<file path="config.mk">
export PLATFORM = sky130hd
export DESIGN_NAME = rgb565_to_ycbcr_packer
export DESIGN_NICKNAME = d
export VERILOG_FILES = /design/src/rtl/rgb565_to_ycbcr_packer.sv
export SDC_FILE = /design/constraint.sdc
export NUM_CORES = 2
export LEC_CHECK = 0
export CAP_MARGIN = 20
export CORE_ASPECT_RATIO = 1.2
export CORE_MARGIN = 2
export CORE_UTILIZATION = 53
export CTS_CLUSTER_DIAMETER = 60
export CTS_CLUSTER_SIZE = 25
export DETAILED_ROUTE_END_ITERATION = 10
export GPL_TIMING_DRIVEN = 0
export PLACE_DENSITY_LB_ADDON = 0.08
export SLEW_MARGIN = 5
export SYNTH_ARGS = -nofsm -noshare
export SYNTH_HDL_FRONTEND = slang
export SYNTH_SLANG_ARGS = --single-unit
</file>
<file path="constraint.sdc">
create_clock -name clock -period 7.7 [get_ports clock]
set_input_delay 0.77 -clock clock [delete_from_list [all_inputs] [get_ports clock]]
set_output_delay 0.77 -clock clock [all_outputs]
set_load 0.02 [all_outputs]
</file>
<file path="src/rtl/rgb565_to_ycbcr_packer.sv">
// RGB565 to level-shifted YCbCr byte packer, 128-pixel blocks,
// 4:2:2 horizontal chroma, ping-pong banks feeding the compressor.
module rgb565_to_ycbcr_packer (
    input  logic        clock,
    input  logic        reset_n,
    input  logic        RGB_en,
    input  logic [15:0] RGB_Data,
    output logic        pixel_ready,
    output logic        compress_data_en,
    output logic [7:0]  compress_data,
    output logic        block_done
);

    typedef enum logic [1:0] {
        B_FREE,
        B_FILLING,
        B_FULL,
        B_DRAIN
    } bank_st_e;

    bank_st_e st_q [2];
    bank_st_e st_d [2];

    logic       fill_ptr_q, fill_ptr_d;
    logic [6:0] wr_cnt_q, wr_cnt_d;

    logic        s0_vld_q, s0_vld_d;
    logic [15:0] s0_px_q, s0_px_d;
    logic        s0_bank_q, s0_bank_d;
    logic [6:0]  s0_addr_q, s0_addr_d;

    logic        s1_vld_q, s1_vld_d;
    logic        s1_bank_q, s1_bank_d;
    logic [6:0]  s1_addr_q, s1_addr_d;
    logic [15:0] s1_yr_q, s1_yg_q, s1_yb_q;
    logic [15:0] s1_br_q, s1_bg_q, s1_bb_q;
    logic [15:0] s1_rr_q, s1_rg_q, s1_rb_q;
    logic [15:0] s1_yr_d, s1_yg_d, s1_yb_d;
    logic [15:0] s1_br_d, s1_bg_d, s1_bb_d;
    logic [15:0] s1_rr_d, s1_rg_d, s1_rb_d;

    logic       s2_vld_q, s2_vld_d;
    logic       s2_bank_q, s2_bank_d;
    logic [6:0] s2_addr_q, s2_addr_d;
    logic [7:0] s2_y_q, s2_y_d;
    logic [7:0] s2_cb_q, s2_cb_d;
    logic [7:0] s2_cr_q, s2_cr_d;
    logic [7:0] ev_cb_q, ev_cb_d;
    logic [7:0] ev_cr_q, ev_cr_d;

    logic       rd_ptr_q, rd_ptr_d;
    logic       rd_act_q, rd_act_d;
    logic [7:0] rd_cnt_q, rd_cnt_d;

    logic       data_en_q, data_en_d;
    logic [7:0] data_q, data_d;
    logic       done_q, done_d;

    logic [7:0] y_mem  [2][128];
    logic [7:0] cb_mem [2][64];
    logic [7:0] cr_mem [2][64];

    logic       accept;
    logic [7:0] r8, g8, b8;
    logic signed [17:0] y_sum, cb_sum, cr_sum;
    logic [7:0] y_c, cb_c, cr_c;
    logic [7:0] rd_byte;

    function automatic logic [7:0] sat(
        input logic signed [17:0] s,
        input logic signed [17:0] off,
        input logic signed [17:0] lo,
        input logic signed [17:0] hi
    );
        logic signed [17:0] v;
        v = (s >>> 8) + off;
        if (v < lo) begin
            v = lo;
        end else if (v > hi) begin
            v = hi;
        end
        return 8'(v);
    endfunction

    assign pixel_ready = (st_q[fill_ptr_q] == B_FREE) ||
                         (st_q[fill_ptr_q] == B_FILLING);
    assign accept = RGB_en & pixel_ready;

    assign compress_data_en = data_en_q;
    assign compress_data    = data_q;
    assign block_done       = done_q;

    // Stage 1: bit-replicating expansion and constant products
    always_comb begin
        r8 = {s0_px_q[15:11], s0_px_q[15:13]};
        g8 = {s0_px_q[10:5],  s0_px_q[10:9]};
        b8 = {s0_px_q[4:0],   s0_px_q[4:2]};
        s1_vld_d  = s0_vld_q;
        s1_bank_d = s0_bank_q;
        s1_addr_d = s0_addr_q;
        s1_yr_d = {8'd0, r8} * 16'd66;
        s1_yg_d = {8'd0, g8} * 16'd129;
        s1_yb_d = {8'd0, b8} * 16'd25;
        s1_br_d = {8'd0, r8} * 16'd38;
        s1_bg_d = {8'd0, g8} * 16'd74;
        s1_bb_d = {8'd0, b8} * 16'd112;
        s1_rr_d = {8'd0, r8} * 16'd112;
        s1_rg_d = {8'd0, g8} * 16'd94;
        s1_rb_d = {8'd0, b8} * 16'd18;
    end

    // Stage 2: signed sums, clamps, and pair averaging of chroma
    always_comb begin
        y_sum  = 18'sd128 + $signed({2'b0, s1_yr_q})
               + $signed({2'b0, s1_yg_q}) + $signed({2'b0, s1_yb_q});
        cb_sum = 18'sd128 - $signed({2'b0, s1_br_q})
               - $signed({2'b0, s1_bg_q}) + $signed({2'b0, s1_bb_q});
        cr_sum = 18'sd128 + $signed({2'b0, s1_rr_q})
               - $signed({2'b0, s1_rg_q}) - $signed({2'b0, s1_rb_q});
        y_c  = sat(y_sum,  18'sd16,  18'sd16, 18'sd235);
        cb_c = sat(cb_sum, 18'sd128, 18'sd16, 18'sd240);
        cr_c = sat(cr_sum, 18'sd128, 18'sd16, 18'sd240);

        s2_vld_d  = s1_vld_q;
        s2_bank_d = s1_bank_q;
        s2_addr_d = s1_addr_q;
        s2_y_d    = y_c;
        s2_cb_d = 8'(({1'b0, ev_cb_q} + {1'b0, cb_c} + 9'd1) >> 1);
        s2_cr_d = 8'(({1'b0, ev_cr_q} + {1'b0, cr_c} + 9'd1) >> 1);
        ev_cb_d = ev_cb_q;
        ev_cr_d = ev_cr_q;
        if (s1_vld_q && !s1_addr_q[0]) begin
            ev_cb_d = cb_c;
            ev_cr_d = cr_c;
        end
    end

    always_comb begin
        rd_byte = y_mem[rd_ptr_q][rd_cnt_q[6:0]];
        if (rd_cnt_q[7]) begin
            rd_byte = rd_cnt_q[6] ? cr_mem[rd_ptr_q][rd_cnt_q[5:0]]
                                  : cb_mem[rd_ptr_q][rd_cnt_q[5:0]];
        end
    end

    // Bank bookkeeping, fill side and drain side
    always_comb begin
        st_d       = st_q;
        fill_ptr_d = fill_ptr_q;
        wr_cnt_d   = wr_cnt_q;
        s0_vld_d   = accept;
        s0_px_d    = s0_px_q;
        s0_bank_d  = s0_bank_q;
        s0_addr_d  = s0_addr_q;
        rd_ptr_d   = rd_ptr_q;
        rd_act_d   = rd_act_q;
        rd_cnt_d   = rd_cnt_q;
        done_d     = 1'b0;
        data_en_d  = rd_act_q;
        data_d     = rd_act_q ? (rd_byte ^ 8'h80) : 8'h00;

        if (accept) begin
            s0_px_d   = RGB_Data;
            s0_bank_d = fill_ptr_q;
            s0_addr_d = wr_cnt_q;
            st_d[fill_ptr_q] = B_FILLING;
            wr_cnt_d = wr_cnt_q + 7'd1;
            if (wr_cnt_q == 7'd127) begin
                fill_ptr_d = ~fill_ptr_q;
            end
        end

        if (s2_vld_q && (s2_addr_q == 7'd127)) begin
            st_d[s2_bank_q] = B_FULL;
        end

        if (rd_act_q) begin
            rd_cnt_d = rd_cnt_q + 8'd1;
            if (rd_cnt_q == 8'd255) begin
                rd_act_d = 1'b0;
                done_d   = 1'b1;
                rd_ptr_d = ~rd_ptr_q;
                st_d[rd_ptr_q] = B_FREE;
            end
        end else if (st_q[rd_ptr_q] == B_FULL) begin
            rd_act_d = 1'b1;
            rd_cnt_d = 8'd0;
            st_d[rd_ptr_q] = B_DRAIN;
        end
    end

    always_ff @(posedge clock) begin
        if (s2_vld_q) begin
            y_mem[s2_bank_q][s2_addr_q] <= s2_y_q;
            if (s2_addr_q[0]) begin
                cb_mem[s2_bank_q][s2_addr_q[6:1]] <= s2_cb_q;
                cr_mem[s2_bank_q][s2_addr_q[6:1]] <= s2_cr_q;
            end
        end
    end

    always_ff @(posedge clock or negedge reset_n) begin
        if (!reset_n) begin
            st_q[0]    <= B_FREE;
            st_q[1]    <= B_FREE;
            fill_ptr_q <= 1'b0;
            wr_cnt_q   <= 7'd0;
            s0_vld_q   <= 1'b0;
            s0_px_q    <= 16'd0;
            s0_bank_q  <= 1'b0;
            s0_addr_q  <= 7'd0;
            s1_vld_q   <= 1'b0;
            s1_bank_q  <= 1'b0;
            s1_addr_q  <= 7'd0;
            s1_yr_q    <= 16'd0;
            s1_yg_q    <= 16'd0;
            s1_yb_q    <= 16'd0;
            s1_br_q    <= 16'd0;
            s1_bg_q    <= 16'd0;
            s1_bb_q    <= 16'd0;
            s1_rr_q    <= 16'd0;
            s1_rg_q    <= 16'd0;
            s1_rb_q    <= 16'd0;
            s2_vld_q   <= 1'b0;
            s2_bank_q  <= 1'b0;
            s2_addr_q  <= 7'd0;
            s2_y_q     <= 8'd0;
            s2_cb_q    <= 8'd0;
            s2_cr_q    <= 8'd0;
            ev_cb_q    <= 8'd0;
            ev_cr_q    <= 8'd0;
            rd_ptr_q   <= 1'b0;
            rd_act_q   <= 1'b0;
            rd_cnt_q   <= 8'd0;
            data_en_q  <= 1'b0;
            data_q     <= 8'd0;
            done_q     <= 1'b0;
        end else begin
            st_q       <= st_d;
            fill_ptr_q <= fill_ptr_d;
            wr_cnt_q   <= wr_cnt_d;
            s0_vld_q   <= s0_vld_d;
            s0_px_q    <= s0_px_d;
            s0_bank_q  <= s0_bank_d;
            s0_addr_q  <= s0_addr_d;
            s1_vld_q   <= s1_vld_d;
            s1_bank_q  <= s1_bank_d;
            s1_addr_q  <= s1_addr_d;
            s1_yr_q    <= s1_yr_d;
            s1_yg_q    <= s1_yg_d;
            s1_yb_q    <= s1_yb_d;
            s1_br_q    <= s1_br_d;
            s1_bg_q    <= s1_bg_d;
            s1_bb_q    <= s1_bb_d;
            s1_rr_q    <= s1_rr_d;
            s1_rg_q    <= s1_rg_d;
            s1_rb_q    <= s1_rb_d;
            s2_vld_q   <= s2_vld_d;
            s2_bank_q  <= s2_bank_d;
            s2_addr_q  <= s2_addr_d;
            s2_y_q     <= s2_y_d;
            s2_cb_q    <= s2_cb_d;
            s2_cr_q    <= s2_cr_d;
            ev_cb_q    <= ev_cb_d;
            ev_cr_q    <= ev_cr_d;
            rd_ptr_q   <= rd_ptr_d;
            rd_act_q   <= rd_act_d;
            rd_cnt_q   <= rd_cnt_d;
            data_en_q  <= data_en_d;
            data_q     <= data_d;
            done_q     <= done_d;
        end
    end

endmodule

</file>
* After elaboration in Yosys (flattened, before gate mapping)
Memories as Yosys holds them, arrays and structs flattened. Index checks and enable logic that the tools add are counted.
Storage, ports and cells: memories 3, memory bits (writable) 4096, register bits after elaboration 233
Cells by class: bitwise operators 20, $mul 9, eq/ne operators 5, $add $sub $neg 18, muxes and demuxes 51, reductions and logical operators 13, order comparisons 18
Memories:
- y_mem | depth 2, width 1024, read ports 1, clocked after memory_dff 0, write ports 1, line 59 | logic [7:0] y_mem [2][128];
- cb_mem | depth 2, width 512, read ports 1, clocked after memory_dff 0, write ports 1, line 60 | logic [7:0] cb_mem [2][64];
- cr_mem | depth 2, width 512, read ports 1, clocked after memory_dff 0, write ports 1, line 61 | logic [7:0] cr_mem [2][64];
Operators with widths (count):
- two-way mux 1024 bit | 1
- two-way mux 512 bit | 1
- two-way mux 8 bit | 19
- binary-select mux 8 bit (select 6 bit) | 2
- binary-select mux 8 bit (select 7 bit) | 1
- demux 8 bit (select 7 bit) | 1
- demux 8 bit (select 6 bit) | 1
- multiplier 8 x 6 -> 14 bit (second input constant) | 3
- > comparator 11 x 9 -> 1 bit (second input constant) | 3
- less-than comparator 11 x 6 -> 1 bit (second input constant) | 3
- adder 8 x 15 -> 16 bit (first input constant) | 2
- multiplier 8 x 5 -> 13 bit (second input constant) | 2
- adder 10 x 9 -> 11 bit (second input constant) | 2
- multiplier 8 x 3 -> 11 bit (second input constant) | 2
- two-way mux 4 bit | 5
- adder 17 x 13 -> 18 bit | 1
- adder 17 x 16 -> 18 bit | 1
- adder 8 x 8 -> 9 bit | 2
- adder 9 x 1 -> 9 bit (second input constant) | 2
- two-way mux 2 bit | 9
- subtractor 17 x 14 -> 18 bit | 1
- adder 16 x 16 -> 17 bit | 1
- subtractor 15 x 16 -> 17 bit | 1
- subtractor 16 x 15 -> 17 bit | 1
- 35 further kinds | 67

* Longest topological paths before layout
depth in word-level cells 13, gate-level depth with buffers 33

* Worst setup path after synthesis
OpenSTA, ideal clock, no wires.
path kind register -> register, start point register s1_rr_q[5], end point register s2_cr_q[7], slack 973 ps, buffers on the path 0, data required time 7582 ps, arrival time 6609 ps, cell stages (with the launch flop) 30, path through dfrtp_1 -> ha_1 -> ha_1 -> and4b_1 -> o2111a_1 -> or3_1 -> a21o_1 -> a21oi_1 -> xnor2_1 -> ha_1 -> and3_1 -> and3_1 -> a22o_1 -> a211o_1 -> a211oi_2 -> nand2_1 -> xnor2_1 -> ha_1 -> nor4b_1 -> a21oi_1 -> a311oi_1 -> nor2_1 -> and3_1 -> fa_1 -> a21o_1 -> a21oi_1 -> o21bai_1 -> a21oi_1 -> o21ai_0 -> a21o_1
On the way: word-level cells in the longest chain between the ends 9, elaborated cells on any way between the ends 10, those cells by class 6 x add/sub; 2 x order compare; 2 x mux
RTL lines:
- from (decl) | line 37 | logic [15:0] s1_rr_q, s1_rg_q, s1_rb_q;
- from (signal assigned) | line 255 | s1_rr_q <= s1_rr_d;
- adder 8 x 15 -> 16 bit (*) | line 118 | cr_sum = 18'sd128 + $signed({2'b0, s1_rr_q})
- subtractor 16 x 15 -> 17 bit (*) | line 119 | - $signed({2'b0, s1_rg_q}) - $signed({2'b0, s1_rb_q});
- subtractor 17 x 14 -> 18 bit (*) | line 119
- adder 10 x 9 -> 11 bit (*) | line 76 | v = (s >>> 8) + off;
- > comparator 11 x 9 -> 1 bit | line 79 | end else if (v > hi) begin
- two-way mux 8 bit | line 79
- two-way mux 8 bit (*) | line 77 | if (v < lo) begin
- named net cr_c[1] | line 66 | logic [7:0] y_c, cb_c, cr_c;
- adder 8 x 8 -> 9 bit (*) | line 129 | s2_cr_d = 8'(({1'b0, ev_cr_q} + {1'b0, cr_c} + 9'd1) >> 1);
- adder 9 x 1 -> 9 bit (*) | line 129
- named net s2_cr_d[7] | line 47 | logic [7:0] s2_cr_q, s2_cr_d;
- to (signal assigned) | line 263 | s2_cr_q <= s2_cr_d;
- to (decl) | line 47
Mark *: on every way through the listed nets, which the timed path passes. The rest lies on a longest branch. A chain may end at the register's enable or synchronous reset.

* Worst setup path in the final report
start point register s1_rr_q[4], end point register s2_cr_q[7]
Same word-level chain as after synthesis.

==> impl_results.md <==
- Crit. End Element: flip-flop
- Max_slew headroom: between 10% and 20%
- DIE HEIGHT: 629 µm
- Delay-heaviest family, CP: compound AO/OA/AOI/OAI gates
- Initial Util: between 50% and 60%
- Final net count: 8615
- Worst skew pair latency: 0.98 ns
- CTS sink count: 4313
- HPWL Detailed: approximately 390 mm
- Input/output buffers: 29
- Mapped Area: 172000 µm²
- Mapped Avg Cell Area: ~22 µm²
- First DRT Iteration DRCs: 14.0k
- Final instance area: ~190000 µm²
- Setup Total Neg Slack: 0 ns
- Filler cells: 23.0k
- Post-synthesis sequential area ratio: approximately 75%
- Slew Viols, Final: 0
- Endpoints failing setup: 0
- CTS Buf Count: 240
- WL/cell: between 40 and 50 µm
- F_max: roughly 0.14 GHz
- Initial antenna violation count: 36
- Critical Path RT: 8.55 ns
- Die area: 330000 µm²
- Actual slew at the worst max-slew pin: 1.34 ns
- Reg clk slew, reported paths: 0.10 ns
- Max Cap Viol: 0
- Via-per-instance ratio: 6.77
- DR vias: 86.4k
- Fin. Hold Viols: 0
- Crit share post-route: between 90% and 100%
- Global-route wire length before repair: 727 mm
- Share of cells above drive strength 1: 28.4%
- Overall Global Routing Usage: 32.9%
- Die X: 524 µm
- EDFF count, synth: 4096
- Final antenna-violating net count: 0
- Crit path DAT: 8.16 ns
- Leak: 59.4 nW
- Number of global-route vias before repair: between 80k and 90k
- Synthesis-stage register bit count: 4313
- Startpoint types: flip-flop
- Cells after Synth: 7771
- Critical path type: flip-flop to flip-flop
- Cell repeated most along the worst path: a21oi_1
- Drt first pass iters: 8
- Clock H-tree levels: 4
- Synth warnings: 0
- Critical path buffer and inverter count: 1
- Slowest cell on crit path: dfrtp_1
- Routed WL: 541 mm
- Core region area: 324000 µm²
- I/O pins: 30
- Max stage delay on crit path: approximately 0.48 ns
- PD cells: roughly 300 nW/µm²
- Placement Cell Area: 183000 µm²
- Layout overhead on the synthesized area: 11.0%
- Min-delay worst type: input pin to asynchronous set/reset pin
- Cell variety after synth: between 70 and 80
- Final worst path period need: 7.31 ns
- Clock Tree Buf Depth: 4
- Clk_skew: 0.0619 ns
- Clk root buf: clkbuf_16
- CTS tree: built
- Fraction of registers with async set/reset: 5.03%
- Largest net degree at the start of global routing: 108
- RePlAce Congestion: between 0.9 and 1
- Worst VDD drop: 0.649 mV
- Hold_ws: 0.291 ns
- Row count: about 230
- Unrepaired setup endpoints after global routing: false
- Grt ovf: 0
- Crit Path Max Fanout: 7
- Synth Flop Type: edfxtp_1
- Status: finished clean
- Synthesized net count: 8086
- Drc violations: 0
-- sequential cells by signal (all words and copies together) (netlist names), 9 cells and up --
| register | count |
|---|---|
| s1_rb_q | 12 |
| y_mem | 2048 |
| s1_yr_q | 10 |
| s1_bb_q | 10 |
| cr_mem | 1024 |
| s1_yg_q | 15 |
| s0_px_q | 16 |
| cb_mem | 1024 |
| s1_rr_q | 11 |
| s1_bg_q | 12 |
| s1_br_q | 11 |
| s1_rg_q | 12 |
| s1_yb_q | 9 |
-- logic make-up (layout without fill, tap and decap cells) --
logic type,count (synthesis),after routing,synth area share [%]
muxes,1379,1379,17.9
other,0,17,0
and+or+nand+nor,760,760,1.96
buffers and inverters,601,1309,1.40
DFF,4313,4313,74.5
AOI/OAI and AO/OA,304,304,1.17
xor gates and xnor gates,118,118,0.600
adders and majority gates,296,296,2.45
-- final cells by class --
class                   instances  area (µm²)  area share (%)
clock buffers                 276        6250            3.27
plain buffers                 396        1780           0.931
inverters                     205         769           0.402
repair buffers                287        4700            2.46
diodes                         17        42.5          0.0222
multi-input cells            2857       42100            22.0
flip-flops and latches       4313      129000            67.2
clock inverters               145        1750           0.916
well taps                    4273        5350            2.79
-- metal layers --
layer  share of wire, %  global-route usage, %
met1                 35                   42.4
met2                 47                   51.8
met3                 10                   7.68
met4                7.1                   18.9
met5              0.010                      0
-- layout by cell type, fill, tap and decap left out, types with 22 or more instances in the layout --
cell	count
o21bai_1	28
fa_1	68
inv_1	205
a21o_1	30
o21ai_0	49
buf_6	33
nor3_1	29
ha_1	227
xnor2_1	78
clkdlybuf4s50_1	28
nor2_1	307
buf_16	65
mux4_2	1358
xor2_1	38
edfxtp_1	4096
nand2b_1	24
clkbuf_2	76
buf_2	126
nor3_2	22
nand2_1	126
dfrtp_1	193
a21oi_1	94
clkbuf_1	197
nor2_2	66
nor2_4	49
dfrtp_4	24
clkbuf_16	244
buf_8	105
buf_4	37
inv_6	22
-- power by group --
group | switching (W) | leakage (nW) | internal, W
Sequential | 0.00110 | 39.7 | 0.0293
Combinational | 0.00818 | 15.9 | 0.00418
Clock | 0.00812 | 3.86 | 0.00663
-- path summary, 6_finish.rpt --
check / start / cells after the start / endpoint / slack (ns)
min reg2reg: s1_addr_q[3]$_DFF_PN0_ / 0 / s2_addr_q[3]$_DFF_PN0_ / 0.36
max: s1_rr_q[4]$_DFF_PN0_ / 29 / s2_cr_q[7]$_DFF_PN0_ / 0.39
max reg2reg: s1_rr_q[4]$_DFF_PN0_ / 29 / s2_cr_q[7]$_DFF_PN0_ / 0.39
min: reset_n / 2 / st_q[2]$_DFF_PN0_ / 0.29
min in group clock: s1_addr_q[3]$_DFF_PN0_ / 0 / s2_addr_q[3]$_DFF_PN0_ / 0.36
max in group asynchronous: reset_n / 4 / s0_px_q[10]$_DFFE_PN0P_ / 6.09
-- synth_stat cells (all sizes together), types with 17 or more instances --
library cell  instances  area, µm²
edfxtp             4096     123000
mux4               1358      30600
nor2                422       1580
clkbuf              245        920
ha                  228       2850
dfrtp               217       5430
inv                 205        769
buf                 151        724
nand2               127        477
a21oi                95        479
xnor2                80        701
fa                   68       1360
nor3                 51        255
o21ai                51        255
xor2                 38        333
a21o                 30        225
o21bai               28        210
nand2b               24        150
and3                 18        113
or3                  18        118
nor2b                17        106
-- worst reg2reg max path, delay by kind of cell (launching register included) --
family          cells  cell delay [ns]
compound gates     14             2.96
xor+xnor            2             0.33
fa+ha+maj           5             1.61
buf+inv             1             0.20
flops               1             0.48
simple gates        7             1.64
-- per-stage QoR --
| stage | total power (W) | cells | worst slack, ns | utilization (%) |
|---|---|---|---|---|
| floorplan | 0.0384 | 7771 | 0.973 | - |
| global placement | 0.0429 | 12073 | -5.04 | 55.0 |
| detailed placement | 0.0430 | 12311 | 0.126 | 56.5 |
| CTS | 0.0573 | 12733 | 0.0835 | 59.0 |
| global route | 0.0596 | 12755 | 0.0139 | 59.1 |
| finish | 0.0575 | 12769 | 0.391 | 59.1 |
-- what timing repair did --
item	4_1_cts	5_1_grt
hold buffers	1	0
setup buffers	0	3
hold endpoints to repair	27	0
endpoints found under the setup margin	0	6
resized for setup	0	6
(Power assumes the default switching activity.)
